`config.mk`:
```
export PLATFORM = sky130hd
export DESIGN_NAME = id_stage
export DESIGN_NICKNAME = d
export VERILOG_FILES = /design/src/rtl/id_stage.sv
export SDC_FILE = /design/constraint.sdc
export NUM_CORES = 1
export LEC_CHECK = 0
export ABC_CLOCK_PERIOD_IN_PS = 4100
export BUFFER_PORTS_ARGS = -buffer_cell sky130_fd_sc_hd__buf_2
export CAP_MARGIN = 20
export CELL_PAD_IN_SITES_DETAIL_PLACEMENT = 1
export CELL_PAD_IN_SITES_GLOBAL_PLACEMENT = 2
export CORE_ASPECT_RATIO = 0.75
export CORE_MARGIN = 3
export CORE_UTILIZATION = 27
export DETAILED_ROUTE_END_ITERATION = 16
export MAX_ROUTING_LAYER = met4
export PLACE_DENSITY_LB_ADDON = 0.1
export SLEW_MARGIN = 20
export SYNTH_ARGS = -nofsm -noshare
export SYNTH_HDL_FRONTEND = slang
export SYNTH_SLANG_ARGS = --single-unit
```
`constraint.sdc`:
```
create_clock -name clk -period 4.1 [get_ports clk]
set_clock_uncertainty 0.1 [all_clocks]
set_input_delay 0.205 -clock clk [delete_from_list [all_inputs] [get_ports clk]]
set_output_delay 0.205 -clock clk [all_outputs]
set_load 0.05 [all_outputs]
```
`src/rtl/id_stage.sv`:
```
// id_stage -- RV32I instruction decode stage and ID/EX pipeline register.
// Decodes the IF/ID instruction, reads the register file in the same cycle,
// resolves jumps and branches in ID and reports load-use hazards.
// Build option: define ID_FWD_EN to forward the EX result of the instruction
// held in ID/EX into the ID operands; without it any RAW dependence on the
// ID/EX instruction is reported as a hazard instead.
module id_stage (
  input  logic        clk,
  input  logic        reset,
  input  logic [31:0] if_pc,
  input  logic [31:0] if_insn,
  input  logic        if_en,
  input  logic        stall,
  input  logic        flush,
  output logic [4:0]  gpr_rs1_addr,
  output logic [4:0]  gpr_rs2_addr,
  input  logic [31:0] gpr_rs1_data,
  input  logic [31:0] gpr_rs2_data,
  input  logic [31:0] ex_fwd_data,
  output logic        br_taken,
  output logic [31:0] br_addr,
  output logic        ld_hazard,
  output logic [31:0] id_pc,
  output logic        id_en,
  output logic [3:0]  id_alu_op,
  output logic [31:0] id_alu_in_0,
  output logic [31:0] id_alu_in_1,
  output logic [1:0]  id_mem_op,
  output logic [31:0] id_mem_wr_data,
  output logic [4:0]  id_dst_addr,
  output logic        id_gpr_we,
  output logic        id_illegal
);

  localparam logic [6:0] OPC_OP     = 7'b0110011;
  localparam logic [6:0] OPC_OP_IMM = 7'b0010011;
  localparam logic [6:0] OPC_LUI    = 7'b0110111;
  localparam logic [6:0] OPC_AUIPC  = 7'b0010111;
  localparam logic [6:0] OPC_JAL    = 7'b1101111;
  localparam logic [6:0] OPC_JALR   = 7'b1100111;
  localparam logic [6:0] OPC_BRANCH = 7'b1100011;
  localparam logic [6:0] OPC_LOAD   = 7'b0000011;
  localparam logic [6:0] OPC_STORE  = 7'b0100011;

  localparam logic [3:0] ALU_ADD  = 4'd0;
  localparam logic [3:0] ALU_SUB  = 4'd1;
  localparam logic [3:0] ALU_AND  = 4'd2;
  localparam logic [3:0] ALU_OR   = 4'd3;
  localparam logic [3:0] ALU_XOR  = 4'd4;
  localparam logic [3:0] ALU_SLL  = 4'd5;
  localparam logic [3:0] ALU_SRL  = 4'd6;
  localparam logic [3:0] ALU_SRA  = 4'd7;
  localparam logic [3:0] ALU_SLT  = 4'd8;
  localparam logic [3:0] ALU_SLTU = 4'd9;

  localparam logic [1:0] MEM_NOP = 2'd0;
  localparam logic [1:0] MEM_LW  = 2'd1;
  localparam logic [1:0] MEM_SW  = 2'd2;

  // Contents of the ID/EX register; an all-zero value is a bubble.
  typedef struct packed {
    logic [31:0] pc;
    logic        en;
    logic [3:0]  alu_op;
    logic [31:0] alu_in_0;
    logic [31:0] alu_in_1;
    logic [1:0]  mem_op;
    logic [31:0] mem_wr_data;
    logic [4:0]  dst_addr;
    logic        gpr_we;
    logic        illegal;
  } idex_t;

  idex_t       r_idex;
  idex_t       w_dec;

  logic [6:0]  w_opcode;
  logic [2:0]  w_funct3;
  logic [6:0]  w_funct7;
  logic [4:0]  w_rd;
  logic [4:0]  w_rs1;
  logic [4:0]  w_rs2;
  logic [31:0] w_imm_i;
  logic [31:0] w_imm_s;
  logic [31:0] w_imm_b;
  logic [31:0] w_imm_u;
  logic [31:0] w_imm_j;
  logic [31:0] w_rs1_val;
  logic [31:0] w_rs2_val;
  logic        w_legal;
  logic        w_writes;
  logic        w_use_rs1;
  logic        w_use_rs2;
  logic        w_is_jal;
  logic        w_is_jalr;
  logic        w_is_br;
  logic        w_br_cond;
  logic        w_raw;

  // ALU operation selected by funct3; alt picks SUB/SRA over ADD/SRL.
  function automatic logic [3:0] f_alu_op(input logic [2:0] funct3, input logic alt);
    logic [3:0] op;
    case (funct3)
      3'd0:    op = alt ? ALU_SUB : ALU_ADD;
      3'd1:    op = ALU_SLL;
      3'd2:    op = ALU_SLT;
      3'd3:    op = ALU_SLTU;
      3'd4:    op = ALU_XOR;
      3'd5:    op = alt ? ALU_SRA : ALU_SRL;
      3'd6:    op = ALU_OR;
      default: op = ALU_AND;
    endcase
    return op;
  endfunction

  assign w_opcode = if_insn[6:0];
  assign w_rd     = if_insn[11:7];
  assign w_funct3 = if_insn[14:12];
  assign w_rs1    = if_insn[19:15];
  assign w_rs2    = if_insn[24:20];
  assign w_funct7 = if_insn[31:25];

  assign w_imm_i = {{20{if_insn[31]}}, if_insn[31:20]};
  assign w_imm_s = {{20{if_insn[31]}}, if_insn[31:25], if_insn[11:7]};
  assign w_imm_b = {{19{if_insn[31]}}, if_insn[31], if_insn[7], if_insn[30:25], if_insn[11:8], 1'b0};
  assign w_imm_u = {if_insn[31:12], 12'd0};
  assign w_imm_j = {{11{if_insn[31]}}, if_insn[31], if_insn[19:12], if_insn[20], if_insn[30:21], 1'b0};

  assign gpr_rs1_addr = w_rs1;
  assign gpr_rs2_addr = w_rs2;

  // A source matching the destination of the ID/EX instruction is a RAW dependence.
  assign w_raw = (w_use_rs1 && (w_rs1 == id_dst_addr)) ||
                 (w_use_rs2 && (w_rs2 == id_dst_addr));

`ifdef ID_FWD_EN
  logic w_fwd_ok;

  // Only a non-load result is available from EX this cycle; loads still stall.
  assign w_fwd_ok  = id_en && id_gpr_we && (id_dst_addr != 5'd0) && (id_mem_op != MEM_LW);
  assign w_rs1_val = (w_fwd_ok && (w_rs1 == id_dst_addr)) ? ex_fwd_data : gpr_rs1_data;
  assign w_rs2_val = (w_fwd_ok && (w_rs2 == id_dst_addr)) ? ex_fwd_data : gpr_rs2_data;
  assign ld_hazard = if_en && id_en && (id_mem_op == MEM_LW) && (id_dst_addr != 5'd0) && w_raw;
`else
  logic w_unused_fwd;

  // No bypass path: every dependence on the ID/EX writer has to wait.
  assign w_unused_fwd = ^ex_fwd_data;
  assign w_rs1_val    = gpr_rs1_data;
  assign w_rs2_val    = gpr_rs2_data;
  assign ld_hazard    = if_en && id_en && id_gpr_we && (id_dst_addr != 5'd0) && w_raw;
`endif

  // Decode the IF/ID instruction into the value the ID/EX register would load.
  always_comb begin
    // NOTE: every signal gets a default before the case so no path leaves one
    // unassigned, which would otherwise infer a latch.
    w_dec          = '0;
    w_dec.pc       = if_pc;
    w_dec.en       = 1'b1;
    w_dec.alu_op   = ALU_ADD;
    w_dec.mem_op   = MEM_NOP;
    w_legal        = 1'b0;
    w_writes       = 1'b0;
    w_use_rs1      = 1'b0;
    w_use_rs2      = 1'b0;
    w_is_jal       = 1'b0;
    w_is_jalr      = 1'b0;
    w_is_br        = 1'b0;
    case (w_opcode)
      OPC_OP: begin
        if ((w_funct7 == 7'h00) ||
            ((w_funct7 == 7'h20) && ((w_funct3 == 3'd0) || (w_funct3 == 3'd5)))) begin
          w_legal        = 1'b1;
          w_writes       = 1'b1;
          w_use_rs1      = 1'b1;
          w_use_rs2      = 1'b1;
          w_dec.alu_op   = f_alu_op(w_funct3, w_funct7[5]);
          w_dec.alu_in_0 = w_rs1_val;
          w_dec.alu_in_1 = w_rs2_val;
        end
      end
      OPC_OP_IMM: begin
        if ((w_funct3 == 3'd1) ? (w_funct7 == 7'h00) :
            (w_funct3 == 3'd5) ? ((w_funct7 == 7'h00) || (w_funct7 == 7'h20)) : 1'b1) begin
          w_legal        = 1'b1;
          w_writes       = 1'b1;
          w_use_rs1      = 1'b1;
          w_dec.alu_op   = f_alu_op(w_funct3, (w_funct3 == 3'd5) && w_funct7[5]);
          w_dec.alu_in_0 = w_rs1_val;
          w_dec.alu_in_1 = w_imm_i;
        end
      end
      OPC_LUI: begin
        w_legal        = 1'b1;
        w_writes       = 1'b1;
        w_dec.alu_in_1 = w_imm_u;
      end
      OPC_AUIPC: begin
        w_legal        = 1'b1;
        w_writes       = 1'b1;
        w_dec.alu_in_0 = if_pc;
        w_dec.alu_in_1 = w_imm_u;
      end
      OPC_JAL: begin
        w_legal        = 1'b1;
        w_writes       = 1'b1;
        w_is_jal       = 1'b1;
        w_dec.alu_in_0 = if_pc;
        w_dec.alu_in_1 = 32'd4;
      end
      OPC_JALR: begin
        if (w_funct3 == 3'd0) begin
          w_legal        = 1'b1;
          w_writes       = 1'b1;
          w_use_rs1      = 1'b1;
          w_is_jalr      = 1'b1;
          w_dec.alu_in_0 = if_pc;
          w_dec.alu_in_1 = 32'd4;
        end
      end
      OPC_BRANCH: begin
        // Branches resolve here; only the valid mark travels down the pipe.
        if ((w_funct3 != 3'd2) && (w_funct3 != 3'd3)) begin
          w_legal   = 1'b1;
          w_use_rs1 = 1'b1;
          w_use_rs2 = 1'b1;
          w_is_br   = 1'b1;
        end
      end
      OPC_LOAD: begin
        if (w_funct3 == 3'd2) begin
          w_legal        = 1'b1;
          w_writes       = 1'b1;
          w_use_rs1      = 1'b1;
          w_dec.mem_op   = MEM_LW;
          w_dec.alu_in_0 = w_rs1_val;
          w_dec.alu_in_1 = w_imm_i;
        end
      end
      OPC_STORE: begin
        if (w_funct3 == 3'd2) begin
          w_legal           = 1'b1;
          w_use_rs1         = 1'b1;
          w_use_rs2         = 1'b1;
          w_dec.mem_op      = MEM_SW;
          w_dec.alu_in_0    = w_rs1_val;
          w_dec.alu_in_1    = w_imm_s;
          w_dec.mem_wr_data = w_rs2_val;
        end
      end
      default: ;
    endcase
    // Writes to x0 are dropped, and the destination is only meaningful with a write.
    w_dec.gpr_we   = w_legal && w_writes && (w_rd != 5'd0);
    w_dec.dst_addr = w_dec.gpr_we ? w_rd : 5'd0;
    w_dec.illegal  = !w_legal;
  end

  // Evaluate the branch condition on the resolved (possibly forwarded) operands.
  always_comb begin
    case (w_funct3)
      3'd0:    w_br_cond = (w_rs1_val == w_rs2_val);
      3'd1:    w_br_cond = (w_rs1_val != w_rs2_val);
      3'd4:    w_br_cond = ($signed(w_rs1_val) <  $signed(w_rs2_val));
      3'd5:    w_br_cond = ($signed(w_rs1_val) >= $signed(w_rs2_val));
      3'd6:    w_br_cond = (w_rs1_val <  w_rs2_val);
      3'd7:    w_br_cond = (w_rs1_val >= w_rs2_val);
      default: w_br_cond = 1'b0;
    endcase
  end

  assign br_addr  = w_is_jalr ? ((w_rs1_val + w_imm_i) & ~32'd1)
                              : (if_pc + (w_is_jal ? w_imm_j : w_imm_b));
  assign br_taken = if_en && !ld_hazard && !flush &&
                    (w_is_jal || w_is_jalr || (w_is_br && w_br_cond));

  // ID/EX register: flush beats stall, stall beats a hazard bubble.
  always_ff @(posedge clk or negedge reset) begin
    // NOTE: sequential state is written with non-blocking assignments so every
    // register samples its inputs from before the edge.
    if (!reset) begin
      r_idex <= '0;
    end else if (flush) begin
      r_idex <= '0;
    end else if (stall) begin
      r_idex <= r_idex;
    end else if (ld_hazard || !if_en) begin
      r_idex <= '0;
    end else begin
      r_idex <= w_dec;
    end
  end

  assign id_pc          = r_idex.pc;
  assign id_en          = r_idex.en;
  assign id_alu_op      = r_idex.alu_op;
  assign id_alu_in_0    = r_idex.alu_in_0;
  assign id_alu_in_1    = r_idex.alu_in_1;
  assign id_mem_op      = r_idex.mem_op;
  assign id_mem_wr_data = r_idex.mem_wr_data;
  assign id_dst_addr    = r_idex.dst_addr;
  assign id_gpr_we      = r_idex.gpr_we;
  assign id_illegal     = r_idex.illegal;

endmodule

```
==> metrics <==
vias in the first global route about 11000; Worst Path Required 3.80 ns; Synth Area in Adders roughly 11%; number of flops mapped to enable cells by yosys 0; layout cells sized above 1 31.6%; CP Launch Type input pin; count leader, synth dfrtp_1; CP Class in -> out; count of unique library cells instantiated by Yosys 70; wire per inst ~25 um; gpl congestion between 0.8 and 0.9; Iter 0 DRT Violations ~800; Yosys reg bits around 140; initial antenna violation count 1; die area approximately 0.041 mm^2; Slew headroom 39.3%; first-pass GRT wire length 76.6 mm; Fin. Hold Viols 0; hold path cells 3; Post-Synth Simple-Gate Area about an eighth; gr ovfl total 0; final antenna-violating net count 0; Final period util a little over nine tenths; Post-Syn Nets about 1400; # clock sinks 142; status finished clean; P_leak between 7 and 8 nW; endpoints failing setup 0; post-synthesis mux area share under 10%; Post-synth top cells dfrtp_1 (142), nand2_1 (123), o21ai_0 (112); final net count ~1800; clk buf depth 2; pin count of the biggest net entering global routing 90; CP max FO 6; CP arrival about 3.7 ns; Clock Tree Root clkbuf_16; delay of the slowest cell on the worst path between 0.3 and 0.4 ns; VDD IR-drop max ~0.24 mV; num rows between 60 and 70; share of the synthesized area in the top cell type between 30 and 40%; Total Wirelength approximately 53 mm; sequential-to-total area share from yosys stat 34.1%; io pins roughly 350; Synth Area in Compound Gates roughly 30%; Starting Density between 20% and 30%; Synth area leader dfrtp_1; Post-synth ARST share 100%; r2r worst-path depth 9; Core ar. roughly 0.038 mm^2; vias per cell 5.30; Worst-Margin Slew between 0.9 and 1 ns; clk slew on worst S/H paths roughly 0.070 ns; TritonCTS clock tree built; worst hold path type in -> reg; xor/xnor share of the synthesized area approximately 5.8%; drt first pass iters 6; Netlist Area Pre-Place about 0.010 mm^2; H-tree Lvls 4; Clk Latency, worst-skew pair roughly 0.45 ns; crit end category output pin; Core Util, Final 39.5%; CTS buffer count 17; P&R area growth vs syn 42.4%; Main synth FF type dfrtp_1; # DRC 0; hpwl dp between 40 and 50 mm; Power Dens Cells 326 mW/mm^2; number of max-cap violations 0; Fmax around 0.25 GHz; largest family of logic cells by synthesized area compound AO/OA/AOI/OAI gates; Syn Area/Cell around 8.9 um^2; TNS Setup 0 ns; top post-synthesis cells by area dfrtp_1 (34%), ha_1 (11%), a22o_1 (6.0%); I/O Buffers approximately 320; All-Layer GR Usage between 20% and 30%; Slew Viols, Final 0; Slowest-stage cell, CP a221o_1; Synth warnings 0; die height 176 um; Die Wd between 200 and 250 um; CP cell instances buf_6 -> inv_2 -> nor2_4 -> and3_4 -> and3_4 -> mux2_4 -> ha_2 -> fa_2 -> a21o_1 -> nand4_1 -> a21oi_2 -> o22ai_2 -> o21ai_2 -> a221o_1 -> nand4_1 -> nand4b_1 -> xnor2_2 -> mux2i_4 -> buf_6; total number of vias approximately 11000; Post-Synthesis Cells about 1200; Tmin final 3.96 ns
[flip-flops by register name, summed over array words and instances (netlist names)]
signal,cells
id_alu_in_1,32
id_alu_op,4
id_gpr_we,1
id_en,1
id_pc,32
id_mem_op,2
id_alu_in_0,32
id_mem_wr_data,32
id_dst_addr,5
id_illegal,1
[layer usage]
layer / part of all wire (%) / up-vias / global-route usage, %
met1: 49 / 5586 / 37.0
met3: 6.0 / 61 / 5.29
met4: 2.2 / 0 / 7.18
li1: - / 5191 / -
met5: 0 / - / -
met2: 43 / 341 / 36.9
[power breakdown]
group,internal [W],leakage (nW),switching (W),total [W]
clock network,0.000857,0.281,0.000770,0.00163
logic,0.000689,5.16,0.00109,0.00178
registers,0.00141,1.97,0.00000819,0.00142
total,0.00296,7.41,0.00187,0.00483
[logic make-up (layout without fill, tap and decap cells)]
kind of cell	Yosys count	count (layout)
multiplexers	12	12
AND/OR/NAND/NOR	266	266
adder cells (fa/ha/maj)	94	94
other	0	1
buffers and inverters	122	561
XOR/XNOR	67	67
AO/OA/AOI/OAI	461	461
flip-flops	142	142
[repair_timing]
action                                  4_1_cts  5_1_grt
gates resized for setup                      17       41
hold endpoints to repair                    157        0
buffers inserted                              1        5
pin swaps                                     6       25
hold buffers                                 70        0
endpoints found under the setup margin       15       15
[worst max-delay path, delay by kind of cell]
family	cells	cell delay (ns)
compound gates	5	0.99
simple gates	6	0.94
fa+ha+maj	2	0.56
mux	2	0.46
buf+inv	3	0.30
xor+xnor	1	0.19
[layout make-up]
class                      count  area [um^2]
tap                          504          631
inverter                      51          191
clock inverter                15          155
sequential                   142         3550
multi-input combinational    900         6600
antenna                        1         2.50
fill                        4466        22700
clock buffer                  17          425
timing repair buffer         478         3260
[final timing paths]
| path | from | end | slack [ns] |
|---|---|---|---|
| worst max-delay path | if_insn[5] | br_addr[31] | 0.14 |
| worst min-delay path | gpr_rs1_data[1] | id_alu_in_0[1]$_DFFE_PN0P_ | 0.03 |
| worst max register to register | id_dst_addr[1]$_DFFE_PN0P_ | id_mem_wr_data[29]$_DFFE_PN0P_ | 1.37 |
| worst min register to register | id_alu_in_1[21]$_DFFE_PN0P_ | id_alu_in_1[21]$_DFFE_PN0P_ | 0.38 |
| max in group asynchronous | reset | id_alu_in_0[15]$_DFFE_PN0P_ | 2.53 |
| min in group asynchronous | reset | id_alu_in_0[30]$_DFFE_PN0P_ | 0.29 |
[cells in the final DEF (no fill, tap or decap), drive strengths merged, types with 7 or more instances in the layout]
master	count
inv	57
a21oi	85
buf	408
o211ai	10
a22o	71
nand4	9
a21o	46
nor3	11
xor2	26
nand3	19
dlygate4sd3	70
nor2	49
a22oi	38
clkbuf	17
o21ai	116
a221oi	24
dfrtp	142
nor2b	7
o21bai	9
xnor2	40
and2	9
nand2	124
nand2b	7
a211oi	11
o21a	9
ha	92
[per-stage QoR]
step                setup slack, ns  total power [W]  cell area [um^2]  cells  hold slack, ns
floorplan                   0.00831          0.00239             10500   1164          -0.191
global placement             -0.260          0.00310             13300   1999           0.269
detailed placement           -0.383          0.00311             13300   1999           0.266
CTS                          0.0154          0.00482             14600   2102         0.00671
global route                -0.0146          0.00504             14800   2108          0.0174
finish                        0.145          0.00483             14800   2108          0.0255
(Power assumes the default switching activity.)
